==> src/rtl/fft_addr_gen.sv <==
// Radix-2 FFT address sequencer: butterfly operand addresses, twiddle ROM
// index and ping-pong bank select for runtime-selectable sizes up to 2^LOG2N.
module fft_addr_gen #(
  parameter int LOG2N        = 10,
  parameter int FLUSH_CYCLES = 4
) (
  input  logic             clk,
  input  logic             rst_n,
  input  logic             start_i,
  input  logic [3:0]       log2n_i,
  input  logic             inv_i,
  input  logic             stall_i,
  input  logic             abort_i,
  output logic [LOG2N-1:0] address_a_o,
  output logic [LOG2N-1:0] address_b_o,
  output logic [LOG2N-2:0] twiddle_addr_o,
  output logic             memsel_o,
  output logic             conj_o,
  output logic [3:0]       stage_o,
  output logic             valid_o,
  output logic             last_o,
  output logic             busy_o,
  output logic             done_o
);

  localparam int JW = LOG2N - 1;

  typedef enum logic [1:0] {IDLE, GEN, FLUSH, DONE} state_t;

  state_t           state_reg;
  logic [3:0]       m_reg;
  logic [3:0]       s_reg;
  logic [JW-1:0]    j_reg;
  logic [3:0]       cnt_reg;

  logic [3:0]       m_sel;
  logic [JW-1:0]    j_last;
  logic [LOG2N-1:0] m_mask;
  logic [LOG2N-1:0] x_a, x_b;
  logic [LOG2N-1:0] addr_a_c, addr_b_c;
  logic [JW-1:0]    tw_c;

  // Out-of-range size requests fall back to the full transform.
  assign m_sel = (log2n_i >= 4'd2 && log2n_i <= 4'(LOG2N)) ? log2n_i : 4'(LOG2N);

  always_comb begin
    j_last   = (JW'(1) << (m_reg - 4'd1)) - JW'(1);
    m_mask   = (LOG2N'(1) << m_reg) - LOG2N'(1);
    x_a      = {j_reg, 1'b0};
    x_b      = {j_reg, 1'b1};
    // Rotate within the active M bits: low part plus the bits wrapped from the top.
    addr_a_c = ((x_a << s_reg) | (x_a >> (m_reg - s_reg))) & m_mask;
    addr_b_c = ((x_b << s_reg) | (x_b >> (m_reg - s_reg))) & m_mask;
    // Twiddle index is scaled so a full-size ROM serves every smaller transform.
    tw_c     = ((j_reg << (m_reg - 4'd1 - s_reg)) & j_last) << (4'(LOG2N) - m_reg);
  end

  always_ff @(posedge clk or negedge rst_n) begin
    if (!rst_n) begin
      state_reg      <= IDLE;
      m_reg          <= 4'd0;
      s_reg          <= 4'd0;
      j_reg          <= '0;
      cnt_reg        <= 4'd0;
      address_a_o    <= '0;
      address_b_o    <= '0;
      twiddle_addr_o <= '0;
      memsel_o       <= 1'b0;
      conj_o         <= 1'b0;
      stage_o        <= 4'd0;
      valid_o        <= 1'b0;
      last_o         <= 1'b0;
      busy_o         <= 1'b0;
      done_o         <= 1'b0;
    end else begin
      valid_o <= 1'b0;
      last_o  <= 1'b0;
      done_o  <= 1'b0;
      if (abort_i) begin
        state_reg      <= IDLE;
        s_reg          <= 4'd0;
        j_reg          <= '0;
        cnt_reg        <= 4'd0;
        address_a_o    <= '0;
        address_b_o    <= '0;
        twiddle_addr_o <= '0;
        busy_o         <= 1'b0;
      end else begin
        case (state_reg)
          IDLE: begin
            if (start_i) begin
              state_reg <= GEN;
              m_reg     <= m_sel;
              conj_o    <= inv_i;
              s_reg     <= 4'd0;
              j_reg     <= '0;
              cnt_reg   <= 4'd0;
              stage_o   <= 4'd0;
              memsel_o  <= 1'b0;
              busy_o    <= 1'b1;
            end
          end
          GEN: begin
            // A stalled cycle only drops valid; the last addresses stay on the bus.
            if (!stall_i) begin
              address_a_o    <= addr_a_c;
              address_b_o    <= addr_b_c;
              twiddle_addr_o <= tw_c;
              stage_o        <= s_reg;
              memsel_o       <= s_reg[0];
              valid_o        <= 1'b1;
              last_o         <= (j_reg == j_last);
              if (j_reg == j_last) begin
                state_reg <= FLUSH;
                j_reg     <= '0;
                cnt_reg   <= 4'd0;
              end else begin
                j_reg <= j_reg + JW'(1);
              end
            end
          end
          FLUSH: begin
            if (!stall_i) begin
              address_a_o    <= '0;
              address_b_o    <= '0;
              twiddle_addr_o <= '0;
              if (cnt_reg == 4'(FLUSH_CYCLES - 1)) begin
                cnt_reg <= 4'd0;
                if (s_reg == m_reg - 4'd1) begin
                  state_reg <= DONE;
                  done_o    <= 1'b1;
                end else begin
                  state_reg <= GEN;
                  s_reg     <= s_reg + 4'd1;
                end
              end else begin
                cnt_reg <= cnt_reg + 4'd1;
              end
            end
          end
          DONE: begin
            state_reg <= IDLE;
            s_reg     <= 4'd0;
            busy_o    <= 1'b0;
          end
          default: state_reg <= IDLE;
        endcase
      end
    end
  end

endmodule

==> config.mk <==
export PLATFORM = sky130hd
export DESIGN_NAME = fft_addr_gen
export DESIGN_NICKNAME = d
export VERILOG_FILES = /design/src/rtl/fft_addr_gen.sv
export SDC_FILE = /design/constraint.sdc
export NUM_CORES = 1
export LEC_CHECK = 0
export ABC_AREA = 1
export CORE_MARGIN = 2
export CORE_UTILIZATION = 59
export DETAILED_ROUTE_END_ITERATION = 8
export PLACE_DENSITY = 0.86
export SLEW_MARGIN = 10
export SYNTH_ARGS = -nofsm -noshare
export SYNTH_HDL_FRONTEND = slang
export SYNTH_SLANG_ARGS = --single-unit
export TNS_END_PERCENT = 5
==> constraint.sdc <==
create_clock -name clk -period 4.6 [get_ports clk]
set_input_delay 0.69 -clock clk [delete_from_list [all_inputs] [get_ports clk]]
set_output_delay 0.69 -clock clk [all_outputs]
set_load 0.05 [all_outputs]
### After elaboration in Yosys (flattened, before gate mapping)

Cells that the tools add are included.

| storage, ports and cells | value |
|---|---|
| bits in registers | 62 |
| input bits | 10 |
| output and inout bits | 39 |

| operators by class | value |
|---|---|
| $add $sub $neg | 9 |
| order comparisons | 2 |
| equal/unequal tests | 14 |
| shift operators | 8 |
| muxes and demuxes | 56 |
| bitwise gates (word level) | 6 |
| reduce and logical (&&, ||, !) cells | 16 |

Operators by type and width:

| kind | count |
|---|---|
| 9-bit two-way mux | 7 |
| 10-bit two-way mux | 5 |
| 4-bit two-way mux | 12 |
| 10-bit case mux with 2 select lines | 2 |
| 9-bit case mux with 2 select lines | 2 |
| 4-bit case mux with 3 select lines | 2 |
| 10-bit bitwise AND | 2 |
| 10-bit OR | 2 |
| 10-bit by 4-bit left shift with 10-bit output | 2 |
| 10-bit by 4-bit >> shifter with 10-bit output | 2 |
| 3-bit != test, second input constant | 6 |
| 9-bit by 4-bit left shift with 9-bit output | 2 |
| 1-bit two-way mux | 15 |
| 5-bit AND reduction | 3 |
| 2-bit two-way mux | 7 |
| 1-bit by 4-bit left shift with 10-bit output, first input constant | 1 |
| 10-bit by 2-bit subtractor with 10-bit output, second input constant | 1 |
| 9-bit by 1-bit adder with 9-bit output, second input constant | 1 |
| 9-bit bitwise AND | 1 |
| 9-bit equality test | 1 |
| 3-bit AND reduction | 3 |
| 3-bit nonzero test | 3 |
| 1-bit by 4-bit left shift with 9-bit output, first input constant | 1 |
| 9-bit by 2-bit subtractor with 9-bit output, second input constant | 1 |
| other kinds (21) | 27 |

### Depth between registers and ports, before layout

Gate-level depths: netlist of the first run.

| depth | value |
|---|---|
| word-level depth | 8 |
| mapped depth | 22 |
| depth with buffers taken out | 21 |

### Worst setup path before layout of the first run

OpenSTA, ideal clock, no wires.

| timing path | value |
|---|---|
| path type | reg2reg |
| start point | reg m_reg[0] |
| end point | reg twiddle_addr_o[8] |
| arrival | 3.325 ns |
| slack | 1.210 ns |
| stages on the path, launching flop included | 18 |
| path buffers | 2 |
| period minus slack after synthesis | 3.390 ns |
| path through | dfrtp_1 inv_1 buf_2 ha_1 clkbuf_1 clkinv_1 fa_1 xnor2_1 inv_1 nor2_1 nand2_1 nor2_1 nand2_1 nor2_1 inv_1 o31ai_1 nand2_1 nand2_1 |

| on the way | value |
|---|---|
| word-level cells in the longest chain between the ends | 8 |
| elaborated cells between the ends (all ways) | 11 |
| those cells by class | add/sub (4); shift (3); mux (3); bitwise (1) |

RTL lines:

| what | line | text |
|---|---|---|
| start, declared | 31 | `logic [3:0] m_reg;` |
| start signal, assigned | 93 | `m_reg <= m_sel;` |
| 4-bit by 1-bit subtractor with 4-bit output | 47, 55 |  |
| 4-bit subtractor or 1-bit by 4-bit left shift with 9-bit output (tied branches) | 55, 47 |  |
| 9-bit by 4-bit left shift with 9-bit output or 9-bit by 2-bit subtractor with 9-bit output (tied branches) | 55, 47 |  |
| 9-bit bitwise AND | 55 | `tw_c = ((j_reg << (m_reg - 4'd1 - s_reg)) & j_last) << (4'(LOG2N) - m_reg);` |
| 9-bit by 4-bit left shift with 9-bit output * | 55 |  |
| 9-bit two-way mux * | 105 | `if (!stall_i) begin` |
| 9-bit case mux with 2 select lines * | 89 | `case (state_reg)` |
| 9-bit two-way mux * | 79 | `if (abort_i) begin` |
| end signal, assigned | 108 | `twiddle_addr_o <= tw_c;` |
| end, declared | 16 | `output logic [LOG2N-2:0] twiddle_addr_o,` |

Mark *: on every way between the ends. The rest lies on a longest branch, timed or not. The select of a mux whose other input is x is not followed.
A chain may end at the register's enable or synchronous reset.

### Final worst setup path of the first run

Same ends and word-level chain as after synthesis.

==> flow_summary_export.csv, run 1 <==
group,metric,value,unit
global_routing,grt_pass1_wl,22.75,mm
drt,wire_per_inst,15.07,um
floorplanning,ios,49,
place,io_buffers,48,
synthesis,ys_top_cells_by_area,"dfrtp_1, nand2_1, o21ai_0",
floorplanning,die-area,9406,um^2
synthesis,syn_nets,794,
cells_and_area,stdcell_count,911,
power,seqPwrFrac,0.185,
place,dp_cells,895,
synthesis,yosysTopAreaCell,"dfrtp_1",
place,gp_congestion,0.9892,
synthesis,synth-seq-area-share,0.2992,
synthesis,synthCells,759,
clock_network,clockBufferDepth,2,
drt,drc,0,
drt,firstDrtPassIters,5,
cells_and_area,layout.cells.most_common,"nand2_1",
cells_and_area,diodes,0,
critical_path,arrival,4.45,ns
floorplanning,core,8299,um^2
critical_path,required,4.89,ns
critical_path,cp_cell_sequence,"inv_1 > ha_1 > clkinv_1 > fa_1 > xnor2_1 > inv_1 > nor2_1 > nand2_1 > nor2_1 > nand2_1 > nor2_1 > inv_1 > o31ai_1 > nand2_1 > nand2_1",
synthesis,async_reset_ff_frac,1.000,
clock_network,numCtsBuffers,9,
clock_network,cts_tree,"done",
place,dp_hpwl,10.49,mm
global_routing,grt_pass1_vias,4794,
sta,max_freq,240.2,MHz
power,ir_worst_vdd,0.0003218,V
clock_network,cts_max_level,3,
synthesis,synth_seq_cells,61,
critical_path,cp-start-kind,"flip-flop",
critical_path,cp_slowest_cell,"dfrtp_1",
critical_path,crit_type,"flip-flop to flip-flop",
sta,max_slew_margin,0.2225,
cells_and_area,top_regs,"address_a_o x10, address_b_o x10",
clock_network,clkTransAtPathRegs,0.09,ns
cells_and_area,area_delta_synth_final,14.40,%
clock_network,cts.sinks,61,
drt,via_count,5300,
drt,drt-total-wl,13.73,mm
power,p_switching,2.279,mW
global_routing,grt_start_max_net_pins,41,
synthesis,yosys.cell_types.count,46,
floorplanning,fp.dieH,96.99,um
outcome,status,"finished, final reports clean",
cells_and_area,final_cell_mix,"nand2_1, nor2_1, inv_1",
clock_network,clock-root-buffer,"clkbuf_8",
critical_path,cp-end-kind,"flip-flop",
sta,setup_viol,0,
clock_network,ctsHoldBuffers,0,
power,pwr-share-comb,0.693,
synthesis,synth_edf_count,0,
critical_path,crit_top_cell,"nand2_1",
sta,finalMaxSlewViolations,0,
place,dp_slack,0.5632,ns
sta,hold_ws,0.2763,ns
cells_and_area,final_nets,836,
power,switching_share,0.5716,
clock_network,cts_resized,0,
sta,period_share,0.9049,
sta,min_period,4.163,ns
critical_path,cp_max_fo,16,
sta,hold_viol_final,0,
cells_and_area,regArea,1526,um^2
power,leakage,2.721,nW
global_routing,overflow,0,
drt,via_per_inst,5.818,
critical_path,slowest_delay,0.64,ns
global_routing,antenna_found_initial,0,
synthesis,synth_top_area_frac,0.2992,
synthesis,yosys_warnings,0,
cells_and_area,fill_cells,705,
cells_and_area,fin_util,0.7032,
floorplanning,rows,33,
power,internal-power,1.708,mW
sta,rsz0062_at_grt,"no",
drt,postRouteAntennaNets,0,
clock_network,post-cts-setup-buffers,0,
power,p_per_area,683.2,nW/um^2
floorplanning,start_util,0.6147,
job,cap_violations,0,
clock_network,clock_latency,0.36,ns
power,power_frac_clock,0.122,
global_routing,grt_usage,0.2930,
floorplanning,chipWidth,96.99,um
sta,worst_slew_pin_slew,1.166,ns
sta,finalSetupTns,0,ns
synthesis,syn_area,5101,um^2
synthesis,synth_area_per_cell,6.721,um^2
cells_and_area,drive_above_1_share,0.06824,
sta,fin_skew,0.02041,ns
cells_and_area,multi_input_area,3166,um^2
worst_hold_path,hold_path.class,"primary input to asynchronous set/reset pin",
sta,setup_ws,0.4375,ns
synthesis,synth_ff_type,"dfrtp_1",
drt,drt_iter0_markers,521,
[metal layers]
metal	track usage	wire length [um]	up-vias
met3	0.04913	864	33
met4	0.08667	327	0
met1	0.3996	6155	2463
met5	0	0	-
met2	0.4802	6384	210
li1	-	-	2594
[final cells by class]
| cell class | instances | area share |
|---|---|---|
| flip-flops and latches | 61 | 0.2616 |
| clock inverters | 5 | 0.01029 |
| repair buffers | 49 | 0.08276 |
| clock buffers | 11 | 0.02251 |
| inverters | 90 | 0.05789 |
| well taps | 105 | 0.02251 |
| multi-input cells | 590 | 0.5425 |
[synthesized netlist by cell type, drive strengths merged (3+ instances only)]
cell type and number:
ha 23, buf 6, o21ai 84, o211ai 6, a31oi 8, o221ai 3, xnor2 5, nand2 198
a21oi 18, a32o 5, nand4 10, xor2 14, nand3 74, a22o 6, dfrtp 61, clkbuf 12
clkinv 4, inv 86, nor3 14, nor2 100
[final timing paths]
check / start / to / slack, ns / depth (start not counted)
worst max-delay path: m_reg[0]$_DFFE_PN0P_ / twiddle_addr_o[8]$_DFFE_PN0P_ / 0.44 / 15
worst min-delay path: rst_n / twiddle_addr_o[1]$_DFFE_PN0P_ / 0.28 / 1
worst max register to register: m_reg[0]$_DFFE_PN0P_ / twiddle_addr_o[8]$_DFFE_PN0P_ / 0.44 / 15
worst min register to register: twiddle_addr_o[0]$_DFFE_PN0P_ / twiddle_addr_o[0]$_DFFE_PN0P_ / 0.48 / 2
max in group asynchronous: rst_n / j_reg[2]$_DFFE_PN0P_ / 3.41 / 2
min in group clk: twiddle_addr_o[0]$_DFFE_PN0P_ / twiddle_addr_o[0]$_DFFE_PN0P_ / 0.48 / 2
[power groups by stage]
stage / combinational (mW) / sequential, mW / clock (mW)
2_1_floorplan: 1.98 / 0.832 / 0
3_3_place_gp: 2.61 / 0.736 / 0
3_5_place_dp: 2.67 / 0.742 / 0
4_1_cts: 2.69 / 0.733 / 0.490
5_1_grt: 3.06 / 0.751 / 0.516
6_report: 2.76 / 0.736 / 0.488
[logic make-up after synthesis]
| logic type | synth area share |
|---|---|
| flip-flops | 0.2992 |
| AND/OR/NAND/NOR | 0.3552 |
| AO/OA/AOI/OAI | 0.1673 |
| adder cells (fa/ha/maj) | 0.06426 |
| XOR/XNOR | 0.03262 |
| buffers and inverters | 0.08143 |
[worst max-delay path, delay by kind of cell, from the launching register on]
kind | cells | cell delay (ns)
AO/OA/AOI/OAI | 1 | 0.19
buffers and inverters | 4 | 1.00
adder cells (fa/ha/maj) | 2 | 1.07
XOR/XNOR | 1 | 0.41
AND/OR/NAND/NOR | 7 | 0.79
flip-flops | 1 | 0.64
[through the flow]
| step | total power, mW | cell area, um^2 |
|---|---|---|
| final | 3.987 | 5836 |
| after global routing | 4.323 | 5836 |
| after CTS | 3.916 | 5836 |
| after detailed placement | 3.413 | 5644 |
| after global placement | 3.343 | 5644 |
| after floorplan | 2.809 | 5101 |
(Power assumes the default switching activity.)
==> run 2: changes to the inputs <==
--- a/config.mk
+++ b/config.mk
@@ -10,7 +10,7 @@
 export CORE_UTILIZATION = 59
 export DETAILED_ROUTE_END_ITERATION = 8
 export PLACE_DENSITY = 0.86
-export SLEW_MARGIN = 10
+export SLEW_MARGIN = 20
 export SYNTH_ARGS = -nofsm -noshare
 export SYNTH_HDL_FRONTEND = slang
 export SYNTH_SLANG_ARGS = --single-unit
==> constraint.sdc (replaced) <==
create_clock -name clk -period 4.6 [get_ports clk]
set_input_delay 1.38 -clock clk [delete_from_list [all_inputs] [get_ports clk]]
set_output_delay 1.38 -clock clk [all_outputs]
set_load 0.05 [all_outputs]
==> flow_summary_export.csv, run 2 (same netlist as run 1, synthesis figures left out) <==
group,metric,value,unit
power,pwr-share-comb,0.692,
sta,min_period,4.017,ns
sta,rsz0062_at_grt,"no",
sta,hold_viol_final,0,
cells_and_area,area_delta_synth_final,14.57,%
floorplanning,chipWidth,96.99,um
drt,routed.top_layer,"met4",
drt,met2_wirelength,6.326,mm
power,ir_worst_vdd,0.0003104,V
drt,via_per_inst,5.838,
global_routing,overflow,0,
critical_path,crit_top_cell,"nand2_1",
cells_and_area,layout.cells.most_common,"nand2_1",
clock_network,cts_max_level,3,
critical_path,arrival,4.31,ns
drt,firstDrtPassIters,6,
floorplanning,die-area,9406,um^2
worst_hold_path,hold_path.class,"flip-flop to flip-flop",
job,cap_violations,0,
clock_network,ctsHoldBuffers,0,
sta,max_slew_margin,0.5362,
place,gp_congestion,1.016,
sta,finalMaxSlewViolations,0,
clock_network,cts_resized,0,
drt,wl_met1,6.145,mm
floorplanning,fp.dieH,96.99,um
critical_path,cp-startpoint,"m_reg[0]$_DFFE_PN0P_",
global_routing,antenna_found_initial,0,
sta,fin_skew,0.02039,ns
worst_hold_path,worstHoldStart,"address_a_o[4]$_DFFE_PN0P_",
critical_path,required,4.89,ns
critical_path,slowest_delay,0.53,ns
power,power_frac_clock,0.124,
global_routing,grt_start_max_net_pins,40,
cells_and_area,stdcell_count,912,
critical_path,r2r-start,"m_reg[0]$_DFFE_PN0P_",
place,dp_slack,0.5236,ns
sta,setup_ws,0.5825,ns
cells_and_area,final_cell_mix,"nand2_1, nor2_1, inv_1",
place,io_buffers,48,
place,place_area,5652,um^2
power,switching_share,0.5726,
critical_path,crit_type,"flip-flop to flip-flop",
power,seqPwrFrac,0.184,
clock_network,clock-root-buffer,"clkbuf_8",
clock_network,clock_latency,0.36,ns
drt,via_count,5324,
clock_network,numCtsBuffers,9,
power,internal-power,1.714,mW
floorplanning,core,8299,um^2
sta,finalSetupTns,0,ns
global_routing,grt_pass1_wl,23.18,mm
floorplanning,start_util,0.6147,
cells_and_area,drive_above_1_share,0.07063,
drt,drt-total-wl,14.00,mm
clock_network,cts.sinks,61,
cells_and_area,top_regs,"address_a_o x10, address_b_o x10",
critical_path,cp_cell_sequence,"inv_1 > ha_1 > clkinv_1 > fa_1 > xnor2_1 > inv_1 > nor2_1 > nand2_1 > nor2_1 > nand2_1 > nor2_1 > inv_1 > o31ai_1 > nand2_1 > nand2_1",
drt,met3WireLength,1.051,mm
sta,period_share,0.8734,
outcome,status,"finished, final reports clean",
sta,setup_viol,0,
clock_network,clkTransAtPathRegs,0.08,ns
power,p_per_area,686.4,nW/um^2
critical_path,cp_max_fo,16,
clock_network,clockBufferDepth,2,
drt,postRouteAntennaNets,0,
place,dp_cells,896,
clock_network,cts_tree,"done",
critical_path,cp-end-kind,"flip-flop",
global_routing,grt_pass1_vias,4930,
power,p_switching,2.297,mW
critical_path,cp-start-kind,"flip-flop",
clock_network,post-cts-setup-buffers,0,
drt,wire_per_inst,15.35,um
floorplanning,ios,49,
cells_and_area,diodes,0,
critical_path,cp_slowest_cell,"ha_1",
sta,worst_slew_pin_slew,0.6957,ns
power,leakage,2.725,nW
drt,drt_iter0_markers,484,
floorplanning,rows,33,
place,dp_hpwl,10.73,mm
cells_and_area,final_nets,837,
sta,max_freq,248.9,MHz
global_routing,grt_usage,0.3001,
drt,drc,0,
cells_and_area,finalInstanceArea,5844,um^2
[run 2: changes by cell type in the layout (fill, tap and decap cells not counted)]
cell / before / now
dfrtp_1: 61 / 60
buf_4: 1 / 2
dfrtp_2: 0 / 1
[run 2: final timing paths]
kind / endpoint / slack, ns / cells after the start
hold reg to reg: address_a_o[4]$_DFFE_PN0P_ / 0.49 / 2
hold / removal: address_a_o[4]$_DFFE_PN0P_ / 0.49 / 2
max in group asynchronous: j_reg[1]$_DFFE_PN0P_ / 2.66 / 2
setup reg to reg: twiddle_addr_o[8]$_DFFE_PN0P_ / 0.58 / 15
min in group asynchronous: conj_o$_DFFE_PN0P_ / 1.00 / 1
setup / recovery: twiddle_addr_o[8]$_DFFE_PN0P_ / 0.58 / 15
[run 2: metrics by stage]
stage,util,hold WS [ns],total power [mW]
2_1_floorplan,-,0.4911,2.809
3_3_place_gp,0.6810,0.4623,3.346
3_5_place_dp,0.6810,0.4720,3.431
4_1_cts,0.7041,0.4933,3.934
5_1_grt,0.7042,0.5103,4.360
6_report,0.7042,0.4891,4.011
[run 2: final cells by class]
class                   instances  area (um^2)
well taps                     105        131.4
repair buffers                 50        490.5
clock inverters                 5        60.06
flip-flops and latches         61         1528
clock buffers                  11        131.4
fillers                       689         2455
multi-input cells             590         3166
inverters                      90        337.8
[run 2: power by group through the flow]
stage | registers [mW] | logic, mW | clock network [mW]
final | 0.738 | 2.77 | 0.499
after global routing | 0.750 | 3.08 | 0.528
after CTS | 0.734 | 2.71 | 0.494
after detailed placement | 0.743 | 2.69 | 0
after global placement | 0.737 | 2.61 | 0
after floorplan | 0.832 | 1.98 | 0
[run 2: worst max-delay path, delay by kind of cell (launching register included)]
kind | cells | cell delay, ns
adders and majority gates | 2 | 1.00
buffers and inverters | 4 | 0.90
and+or+nand+nor | 7 | 0.87
DFF | 1 | 0.52
xor gates and xnor gates | 1 | 0.41
AOI/OAI and AO/OA | 1 | 0.24
[run 2: metal layers]
layer,GRT usage,vias to the layer above
li1,-,2597
met1,0.3892,2431
met2,0.4861,243
met3,0.06575,53
met4,0.1246,0
met5,0,-
==> run 3: changes to the inputs <==
--- a/config.mk
+++ b/config.mk
@@ -9,7 +9,9 @@
 export CORE_MARGIN = 2
 export CORE_UTILIZATION = 59
 export DETAILED_ROUTE_END_ITERATION = 8
+export MAX_ROUTING_LAYER = met4
 export PLACE_DENSITY = 0.86
+export SKIP_CTS_REPAIR_TIMING = 1
 export SLEW_MARGIN = 20
 export SYNTH_ARGS = -nofsm -noshare
 export SYNTH_HDL_FRONTEND = slang
==> flow_summary_export.csv, run 3 (same netlist as run 1, synthesis figures left out) <==
group,metric,value,unit
power,power_frac_clock,0.121,
floorplanning,ios,49,
global_routing,overflow,0,
global_routing,grt_start_max_net_pins,39,
critical_path,cp_cell_sequence,"inv_1 > ha_1 > clkinv_1 > fa_1 > xnor2_1 > inv_1 > nor2_1 > nand2_1 > nor2_1 > nand2_1 > nor2_1 > inv_1 > o31ai_1 > nand2_1 > nand2_1",
sta,min_period,3.701,ns
floorplanning,rows,33,
cells_and_area,drive_above_1_share,0.07169,
sta,fin_skew,0.01454,ns
clock_network,clockBufferDepth,2,
clock_network,clock_latency,0.35,ns
global_routing,grt_usage,0.3242,
floorplanning,core,8299,um^2
floorplanning,die-area,9406,um^2
sta,worst_slew_pin_slew,0.7552,ns
power,p_per_area,690.1,nW/um^2
cells_and_area,layout.cells.most_common,"nand2_1",
drt,drt_iter0_markers,554,
cells_and_area,stdcell_count,914,
power,seqPwrFrac,0.176,
floorplanning,fp.dieH,96.99,um
critical_path,crit_type,"flip-flop to flip-flop",
global_routing,antenna_found_initial,0,
worst_hold_path,worstHoldStart,"conj_o$_DFFE_PN0P_",
clock_network,numCtsBuffers,9,
sta,hold_viol_final,0,
drt,wire_per_inst,15.81,um
outcome,status,"finished, final reports clean",
sta,rsz0062_at_grt,"no",
critical_path,cp_max_fo,10,
sta,setup_viol,0,
place,gp_congestion,0.9770,
critical_path,r2r-start,"m_reg[1]$_DFFE_PN0P_",
critical_path,crit_top_cell,"nand2_1",
power,switching_share,0.5732,
power,ir_worst_vdd,0.0004023,V
critical_path,cp_slowest_cell,"dfrtp_1",
clock_network,clkTransAtPathRegs,0.08,ns
clock_network,clock-root-buffer,"clkbuf_8",
cells_and_area,fin_util,0.7060,
sta,max_freq,270.2,MHz
drt,drt-total-wl,14.45,mm
floorplanning,start_util,0.6147,
sta,finalSetupTns,0,ns
power,leakage,2.739,nW
worst_hold_path,hold_depth,2,
drt,via_per_inst,5.809,
place,io_buffers,48,
critical_path,reg2reg_slack,0.90,ns
drt,drc,0,
worst_hold_path,min_to,"conj_o$_DFFE_PN0P_",
critical_path,slowest_delay,0.56,ns
sta,max_slew_margin,0.4929,
drt,postRouteAntennaNets,0,
critical_path,cp-end-kind,"flip-flop",
critical_path,crit_buf_inv,4,
cells_and_area,top_regs,"address_a_o x10, address_b_o x10",
place,dp_cells,898,
job,cap_violations,0,
critical_path,r2r_end,"twiddle_addr_o[8]$_DFFE_PN0P_",
global_routing,grt_pass1_vias,4959,
sta,period_share,0.8046,
critical_path,crit_family,"adder cells",
sta,finalMaxSlewViolations,0,
global_routing,grt_pass1_wl,24.56,mm
clock_network,cts.sinks,61,
clock_network,cts_max_level,3,
critical_path,arrival,3.99,ns
cells_and_area,final_cell_mix,"nand2_1, nor2_1, inv_1",
critical_path,r2r_cells,15,
power,internal-power,1.726,mW
floorplanning,chipWidth,96.99,um
clock_network,cts_tree,"done",
critical_path,required,4.89,ns
place,dp_hpwl,11.39,mm
worst_hold_path,hold_path.class,"flip-flop to flip-flop",
cells_and_area,diodes,0,
cells_and_area,final_nets,839,
drt,firstDrtPassIters,5,
critical_path,cp-start-kind,"flip-flop",
drt,via_count,5309,
power,p_switching,2.318,mW
power,pwr-share-comb,0.703,
cells_and_area,area_delta_synth_final,14.86,%
## run 3: cell count changes in the layout (fill, tap and decap cells not counted)
cell        before  now
buf_4            2    4
clkinv_4         1    3
clkinvlp_4       1    0
dfrtp_1         60   61
dfrtp_2          1    0
inv_6            1    0
## run 3: per-layer routing
layer	track usage	up-vias	wire length, um
met2	0.5155	200	6742
met5	-	-	0
li1	-	2601	-
met1	0.4543	2491	6657
met3	0.03468	17	896
met4	0.06501	0	150
## run 3: area by class of cell
type / instances / area (um^2)
clock buffers: 11 / 131.4
clock inverters: 5 / 61.31
fillers: 723 / 2440
inverters: 90 / 337.8
multi-input cells: 590 / 3166
flip-flops and latches: 61 / 1526
well taps: 105 / 131.4
repair buffers: 52 / 505.5
## run 3: worst max path at each step
stage	startpoint	end	slack (ns)	cells after the start
finish	m_reg[1]$_DFFE_PN0P_	twiddle_addr_o[8]$_DFFE_PN0P_	0.90	15
global route	m_reg[1]$_DFFE_PN0P_	twiddle_addr_o[7]$_DFFE_PN0P_	0.49	17
CTS	m_reg[1]$_DFFE_PN0P_	twiddle_addr_o[8]$_DFFE_PN0P_	0.92	15
detailed placement	abort_i	j_reg[8]$_DFFE_PN0P_	0.83	12
global placement	m_reg[1]$_DFFE_PN0P_	twiddle_addr_o[8]$_DFFE_PN0P_	1.02	15
floorplan	m_reg[0]$_DFFE_PN0P_	twiddle_addr_o[8]$_DFFE_PN0P_	1.21	17
## run 3: tightest hold or removal path: stages (launching register included)
cell and delay (ns):
dfrtp_1 0.34, nand2_1 0.06, nand2_1 0.05
## run 3: power by group through the flow
stage,sequential [mW],combinational [mW],clock [mW]
final,0.713,2.84,0.488
after global placement,0.718,2.73,0
after global routing,0.726,3.17,0.512
after floorplan,0.832,1.98,0
after detailed placement,0.721,2.76,0
after CTS,0.712,2.78,0.487
## run 3: through the flow
step | power [mW] | setup WS, ns | hold WS, ns | area (um^2)
CTS | 3.980 | 0.9248 | 0.4837 | 5859
detailed placement | 3.484 | 0.8327 | 0.4646 | 5667
global route | 4.410 | 0.4908 | 0.5115 | 5859
finish | 4.044 | 0.8990 | 0.4818 | 5859
floorplan | 2.809 | 1.210 | 0.4911 | 5101
global placement | 3.450 | 1.018 | 0.4608 | 5667
